==> config.mk <==
export PLATFORM = sky130hd
export DESIGN_NAME = alu_arbiter
export DESIGN_NICKNAME = d
export VERILOG_FILES = /design/src/rtl/alu_pkg.sv /design/src/rtl/alu_rsp_slot.sv /design/src/rtl/alu_arbiter.sv
export SDC_FILE = /design/constraint.sdc
export NUM_CORES = 1
export LEC_CHECK = 0
export CELL_PAD_IN_SITES_DETAIL_PLACEMENT = 0
export CELL_PAD_IN_SITES_GLOBAL_PLACEMENT = 1
export CORE_MARGIN = 5
export CORE_UTILIZATION = 20
export CTS_CLUSTER_SIZE = 30
export DETAILED_ROUTE_END_ITERATION = 16
export PLACE_DENSITY = 0.78
export SYNTH_ARGS = -nofsm -noshare
export SYNTH_HDL_FRONTEND = slang
export SYNTH_SLANG_ARGS = --single-unit
==> constraint.sdc <==
create_clock -name clk -period 3 [get_ports clk]
set_input_delay 0.6 -clock clk [delete_from_list [all_inputs] [get_ports clk]]
set_output_delay 0.6 -clock clk [all_outputs]
set_load 0.01 [all_outputs]
==> src/rtl/alu_pkg.sv <==
// Shared ALU opcode encodings and defaults, used by the alu and its arbiter.
package alu_pkg;

    localparam int unsigned ALU_OP_W  = 4;
    localparam int unsigned ALU_WIDTH = 32;

    localparam logic [ALU_OP_W-1:0] ALU_ADD  = 4'd0;
    localparam logic [ALU_OP_W-1:0] ALU_SUB  = 4'd1;
    localparam logic [ALU_OP_W-1:0] ALU_AND  = 4'd2;
    localparam logic [ALU_OP_W-1:0] ALU_OR   = 4'd3;
    localparam logic [ALU_OP_W-1:0] ALU_PASS = 4'd4;

    // Opcode driven onto the alu when nobody holds a grant.
    localparam logic [ALU_OP_W-1:0] ALU_IDLE_OP = ALU_PASS;

    // Which requester owns the alu in the current cycle.
    typedef enum logic [1:0] {
        GNT_NONE = 2'd0,
        GNT_P0   = 2'd1,
        GNT_P1   = 2'd2
    } gnt_e;

endpackage

==> src/rtl/alu_rsp_slot.sv <==
// One-entry response buffer: captures an alu result/zero/tag on push and
// holds it until the consumer pops. Pop and push may coincide.
module alu_rsp_slot
    import alu_pkg::*;
#(
    parameter int unsigned WIDTH = ALU_WIDTH,
    parameter int unsigned TAG_W = 4
) (
    input  logic             clk,
    input  logic             rst,
    input  logic             push_i,
    input  logic             pop_i,
    input  logic [WIDTH-1:0] result_i,
    input  logic             zero_i,
    input  logic [TAG_W-1:0] tag_i,
    output logic             valid_o,
    output logic             free_o,
    output logic [WIDTH-1:0] result_o,
    output logic             zero_o,
    output logic [TAG_W-1:0] tag_o
);

    logic             valid_q, valid_d;
    logic [WIDTH-1:0] result_q;
    logic             zero_q;
    logic [TAG_W-1:0] tag_q;

    // A pop frees the slot in the same cycle so it can be refilled immediately.
    assign free_o = !valid_q || pop_i;

    // Occupancy next state: a push always wins over a pop.
    always_comb begin
        valid_d = valid_q;
        if (push_i) begin
            valid_d = 1'b1;
        end else if (pop_i) begin
            valid_d = 1'b0;
        end
    end

    // Occupancy flag register.
    always_ff @(posedge clk or posedge rst) begin
        if (rst) begin
            valid_q <= 1'b0;
        end else begin
            valid_q <= valid_d;
        end
    end

    // Payload registers only change on a push; a bare pop leaves them as-is.
    always_ff @(posedge clk or posedge rst) begin
        if (rst) begin
            result_q <= '0;
            zero_q   <= 1'b0;
            tag_q    <= '0;
        end else if (push_i) begin
            result_q <= result_i;
            zero_q   <= zero_i;
            tag_q    <= tag_i;
        end
    end

    assign valid_o  = valid_q;
    assign result_o = result_q;
    assign zero_o   = zero_q;
    assign tag_o    = tag_q;

endmodule

==> src/rtl/alu_arbiter.sv <==
// Shares one external combinational alu between the execute stage (port 0,
// fixed priority) and the speculative evaluator (port 1, aged so it never
// starves). Results are captured straight from the alu into per-port slots.
module alu_arbiter
    import alu_pkg::*;
#(
    parameter int unsigned WIDTH    = ALU_WIDTH,
    parameter int unsigned TAG_W    = 4,
    parameter int unsigned MAX_WAIT = 3
) (
    input  logic                clk,
    input  logic                rst,
    // port 0 request
    input  logic                req0_valid,
    output logic                req0_ready,
    input  logic [ALU_OP_W-1:0] req0_op,
    input  logic [WIDTH-1:0]    req0_a,
    input  logic [WIDTH-1:0]    req0_b,
    input  logic [TAG_W-1:0]    req0_tag,
    // port 1 request
    input  logic                req1_valid,
    output logic                req1_ready,
    input  logic [ALU_OP_W-1:0] req1_op,
    input  logic [WIDTH-1:0]    req1_a,
    input  logic [WIDTH-1:0]    req1_b,
    input  logic [TAG_W-1:0]    req1_tag,
    // port 0 response
    output logic                rsp0_valid,
    input  logic                rsp0_ready,
    output logic [WIDTH-1:0]    rsp0_result,
    output logic                rsp0_zero,
    output logic [TAG_W-1:0]    rsp0_tag,
    // port 1 response
    output logic                rsp1_valid,
    input  logic                rsp1_ready,
    output logic [WIDTH-1:0]    rsp1_result,
    output logic                rsp1_zero,
    output logic [TAG_W-1:0]    rsp1_tag,
    // external alu
    output logic [ALU_OP_W-1:0] alu_op,
    output logic [WIDTH-1:0]    alu_op_a,
    output logic [WIDTH-1:0]    alu_op_b,
    input  logic [WIDTH-1:0]    alu_result,
    input  logic                alu_zero,
    // debug
    output logic [1:0]          wait1_cnt
);

    localparam logic [1:0] WAIT_MAX = 2'(MAX_WAIT);

    logic       free0, free1;
    logic       elig0, elig1;
    logic       grant0, grant1;
    gnt_e       gnt;
    logic [1:0] wait1_q, wait1_d;

    assign elig0 = req0_valid && free0;
    assign elig1 = req1_valid && free1;

    // Grant select: aged port 1 first, then port 0, then port 1; nothing in reset.
    always_comb begin
        gnt = GNT_NONE;
        if (!rst) begin
            if (elig1 && (wait1_q == WAIT_MAX)) begin
                gnt = GNT_P1;
            end else if (elig0) begin
                gnt = GNT_P0;
            end else if (elig1) begin
                gnt = GNT_P1;
            end
        end
    end

    assign grant0     = (gnt == GNT_P0);
    assign grant1     = (gnt == GNT_P1);
    assign req0_ready = grant0;
    assign req1_ready = grant1;

    // Operand/opcode mux onto the shared alu; idle drives PASS of zero.
    always_comb begin
        alu_op   = ALU_IDLE_OP;
        alu_op_a = '0;
        alu_op_b = '0;
        case (gnt)
            GNT_P0: begin
                alu_op   = req0_op;
                alu_op_a = req0_a;
                alu_op_b = req0_b;
            end
            GNT_P1: begin
                alu_op   = req1_op;
                alu_op_a = req1_a;
                alu_op_b = req1_b;
            end
            default: begin
                alu_op   = ALU_IDLE_OP;
                alu_op_a = '0;
                alu_op_b = '0;
            end
        endcase
    end

    // Port 1 aging: count only real arbitration losses; stalls on its own
    // full response slot leave the count unchanged.
    always_comb begin
        wait1_d = wait1_q;
        if (!req1_valid || grant1) begin
            wait1_d = '0;
        end else if (elig1) begin
            wait1_d = (wait1_q == WAIT_MAX) ? wait1_q : wait1_q + 2'd1;
        end
    end

    // Aging counter register.
    always_ff @(posedge clk or posedge rst) begin
        if (rst) begin
            wait1_q <= '0;
        end else begin
            wait1_q <= wait1_d;
        end
    end

    assign wait1_cnt = wait1_q;

    alu_rsp_slot #(
        .WIDTH (WIDTH),
        .TAG_W (TAG_W)
    ) u_slot0 (
        .clk      (clk),
        .rst      (rst),
        .push_i   (grant0),
        .pop_i    (rsp0_ready),
        .result_i (alu_result),
        .zero_i   (alu_zero),
        .tag_i    (req0_tag),
        .valid_o  (rsp0_valid),
        .free_o   (free0),
        .result_o (rsp0_result),
        .zero_o   (rsp0_zero),
        .tag_o    (rsp0_tag)
    );

    alu_rsp_slot #(
        .WIDTH (WIDTH),
        .TAG_W (TAG_W)
    ) u_slot1 (
        .clk      (clk),
        .rst      (rst),
        .push_i   (grant1),
        .pop_i    (rsp1_ready),
        .result_i (alu_result),
        .zero_i   (alu_zero),
        .tag_i    (req1_tag),
        .valid_o  (rsp1_valid),
        .free_o   (free1),
        .result_o (rsp1_result),
        .zero_o   (rsp1_zero),
        .tag_o    (rsp1_tag)
    );

endmodule

==> impl_metrics.py <==
metrics = {
    "outcome": {
        "status": "finished with violations",
        "violations": "negative setup slack",
    },
    "route": {
        "wl_per_cell_um": 22.4,
        "firstDrtPassIters": 5,
        "drtIter0Drc": 232,
        "wl_mm": 19.9,
        "drtAntennaViolNets": 0,
        "num_vias": 4258,
        "vias_per_cell": 4.78,
        "drc_errors": 0,
    },
    "timing": {
        "slew_headroom_pct": 71.2,
        "final_hold_viol_count": 0,
        "period_share_pct": 104,
        "timing.fmax_mhz": 321,
        "hold-worst-slack_ps": 310,
        "finalWorstSetupSlack_ps": -120,
        "final_max_slew_viol_count": 0,
        "setup_violations": 59,
        "post-route-min-period_ps": 3120,
        "rsz0062_at_grt": "true",
        "worst_pin_slew_ps": 432,
        "finalClockSkew_ps": 12.0,
    },
    "logic_synthesis": {
        "synth_top_area_share_pct": 51.4,
        "ys_warn_count": 0,
        "yosysTopAreaCell": "dfrtp_1",
        "synth_cells": 276,
        "syn_nets": 462,
        "synthTopCellsByArea": "dfrtp_1 51%, mux2_2 22%, a32o_1 17%",
        "ys_seq_area_share_pct": 51.4,
        "syn_avg_cell_area_um2": 13.8,
        "async_flop_share_pct": 100,
        "synth_ff_type": "dfrtp_1",
        "syn_area_um2": 3800,
        "ys_ff_latch": 78,
        "synth_cell_type_count": 26,
        "synth_edf_count": 0,
    },
    "finish": {
        "synthToLayoutAreaGrowth_pct": 116,
        "layout-drive-gt1-share_pct": 37.0,
        "fin_cells": 890,
        "fin_area_um2": 8200,
        "fillers": 1699,
        "nets": 835,
    },
    "global_routing": {
        "grt_antenna_before_repair": 2,
        "grt_max_degree": 45,
        "overflow": 0,
        "grt_pass1_vias": 4590,
        "gr-usage-all-layers_pct": 17.1,
        "grt_pass1_wl_mm": 28.6,
    },
    "die": {
        "die_w_um": 148,
        "initial_core_util_pct": 20.3,
        "dieArea_um2": 21800,
        "num_io_pins": 331,
        "core_um2": 18700,
        "rows": 50,
        "die_h_um": 148,
    },
    "min_path": {
        "hold_class": "in2async",
    },
    "setup_path": {
        "path_class": "in2out",
        "critical_path_arrival_ps": 2520,
        "crit_path_start_kind": "input port",
        "slowest_stage": "a311o_2",
        "crit_family": "buffers and inverters",
        "path_buf_inv": 7,
        "crit_fanout": 6,
        "path_cells": "clkdlybuf4s15_1, nand2b_4, a311o_2, ha_4, buf_6, buf_6, inv_12, buf_12, buf_16, a32o_1, buf_2",
        "required_ps": 2400,
        "slowest_delay_ps": 390,
        "cp-end-kind": "output pin",
        "cp_common_cell": "buf_6",
    },
    "clock_tree": {
        "clkTransAtPathRegs_ps": 60,
        "cts_hold_buf": 0,
        "cts_root_buf": "clkbuf_16",
        "cts_tree": "built",
        "cts_inserted_buffers": 9,
        "htreeDepth": 3,
        "clock_latency_ps": 340,
        "clockBufferDepth": 2,
        "cts_num_sinks": 78,
    },
    "place": {
        "port_buffers": 330,
        "hpwl_mm": 14.3,
        "placed_cells": 841,
        "place_congestion": 0.921,
        "place_area_um2": 7560,
    },
    "flow_run": {
        "max-cap-violations": 0,
    },
    "pwr": {
        "power_leakage_nw": 3.47,
        "vdd_drop_max_v": 0.000494,
        "pwr_density_cell_nw_per_um2": 520,
    },
}
sequential cells by signal (all words and copies together), names as in the netlist:
name	cells
u_slot1.tag_o	4
wait1_cnt	2
u_slot1.result_o	32
u_slot0.result_o	32
u_slot1.zero_o	1
u_slot1.valid_o	1
u_slot0.tag_o	4
u_slot0.valid_o	1
u_slot0.zero_o	1
final cells by class:
cell class,instances,area (um^2),share of cell area [%]
tap,234,293,3.57
inverter,5,33.8,0.412
sequential,78,1950,23.8
clock buffer,10,229,2.79
multi-input combinational,164,1760,21.5
antenna,2,5.00,0.0610
timing repair buffer,391,3880,47.3
clock inverter,6,45.0,0.549
worst paths after layout:
check	slack, ps	to	start	depth (start not counted)
worst min-delay path	310	u_slot1.result_o[3]$_DFFE_PP0N_	rst	3
max in group asynchronous	2120	u_slot1.tag_o[2]$_DFFE_PP0N_	rst	4
min in group clk	500	u_slot0.result_o[21]$_DFFE_PP0N_	u_slot0.result_o[21]$_DFFE_PP0N_	1
worst max-delay path	-120	alu_op_a[29]	req1_valid	11
worst max register to register	690	u_slot0.result_o[29]$_DFFE_PP0N_	wait1_cnt[1]$_DFFE_PP0P_	7
worst min register to register	500	u_slot0.result_o[21]$_DFFE_PP0N_	u_slot0.result_o[21]$_DFFE_PP0N_	1
per-layer routing:
layer,routed length [um],global-route usage (%),part of all wire [%],vias to the layer above
met5,21,0,0.11,-
met4,369,4.01,1.9,4
met3,1990,6.47,10,35
met2,9590,28.7,48,243
met1,7960,20.9,40,2109
li1,-,-,-,1867
cell usage in the layout, fill, tap and decap left out, types with 2 or more instances in the layout:
master           count
buf_4               31
buf_6               18
nand2b_4             3
clkdlybuf4s15_1      2
clkdlybuf4s50_1    257
nand2b_1             2
buf_2               54
a21oi_1              2
clkbuf_16           12
nand2_1              2
clkbuf_2             3
clkinvlp_4           3
ha_4                 3
clkinv_2             3
o21ai_0              2
mux2_2              74
inv_6                2
buf_12              11
a32o_2               9
diode_2              2
dfrtp_1             78
a32o_1              57
buf_16               7
buf_8                2
per-stage QoR:
step / worst slack [ps] / util [%] / total power [mW] / TNS (ps)
finish: -120 / 43.9 / 4.26 / -3840
global route: -197 / 43.8 / 4.48 / -8280
CTS: -154 / 43.0 / 4.29 / -5620
detailed placement: -651 / 40.4 / 3.11 / -41070
global placement: -632 / 40.4 / 3.08 / -40480
floorplan: -20.5 / - / 2.03 / -589
cells in the mapped netlist (2+ instances only):
cell and instances:
dfrtp_1 78, mux2_2 74, a32o_1 65, clkbuf_1 14, buf_1 7, buf_2 4
inv_1 4, nand2b_1 4, ha_1 3, a21oi_1 2, buf_6 2, buf_8 2
nand2_1 2, nor2b_1 2, o21ai_0 2
timing repair:
item | in CTS | in global routing
cloned | 10 | 3
buffers inserted | 15 | 8
setup endpoints to repair | 69 | 69
pin swaps | 6 | 8
resized for setup | 311 | 32
tightest hold or removal path, cell delays in order:
cell and delay, ps:
clkbuf_2 100, buf_4 150, clkinv_2 170
power breakdown:
group	switching [mW]	internal [mW]	total [mW]	leakage [nW]
clock	0.444	0.564	1.01	0.126
sequential	0.147	1.32	1.47	0.925
combinational	0.651	1.13	1.78	2.42
total	1.24	3.02	4.26	3.47
logic make-up after synthesis:
kind of cell               count (synthesis)  share of synthesized area, %
adders and majority gates                  3                         0.989
muxes                                     74                          21.9
AOI/OAI and AO/OA                         75                          19.2
DFF                                       78                          51.4
and+or+nand+nor                           12                          1.94
buffers and inverters                     34                          4.51
(Power assumes the default switching activity.)
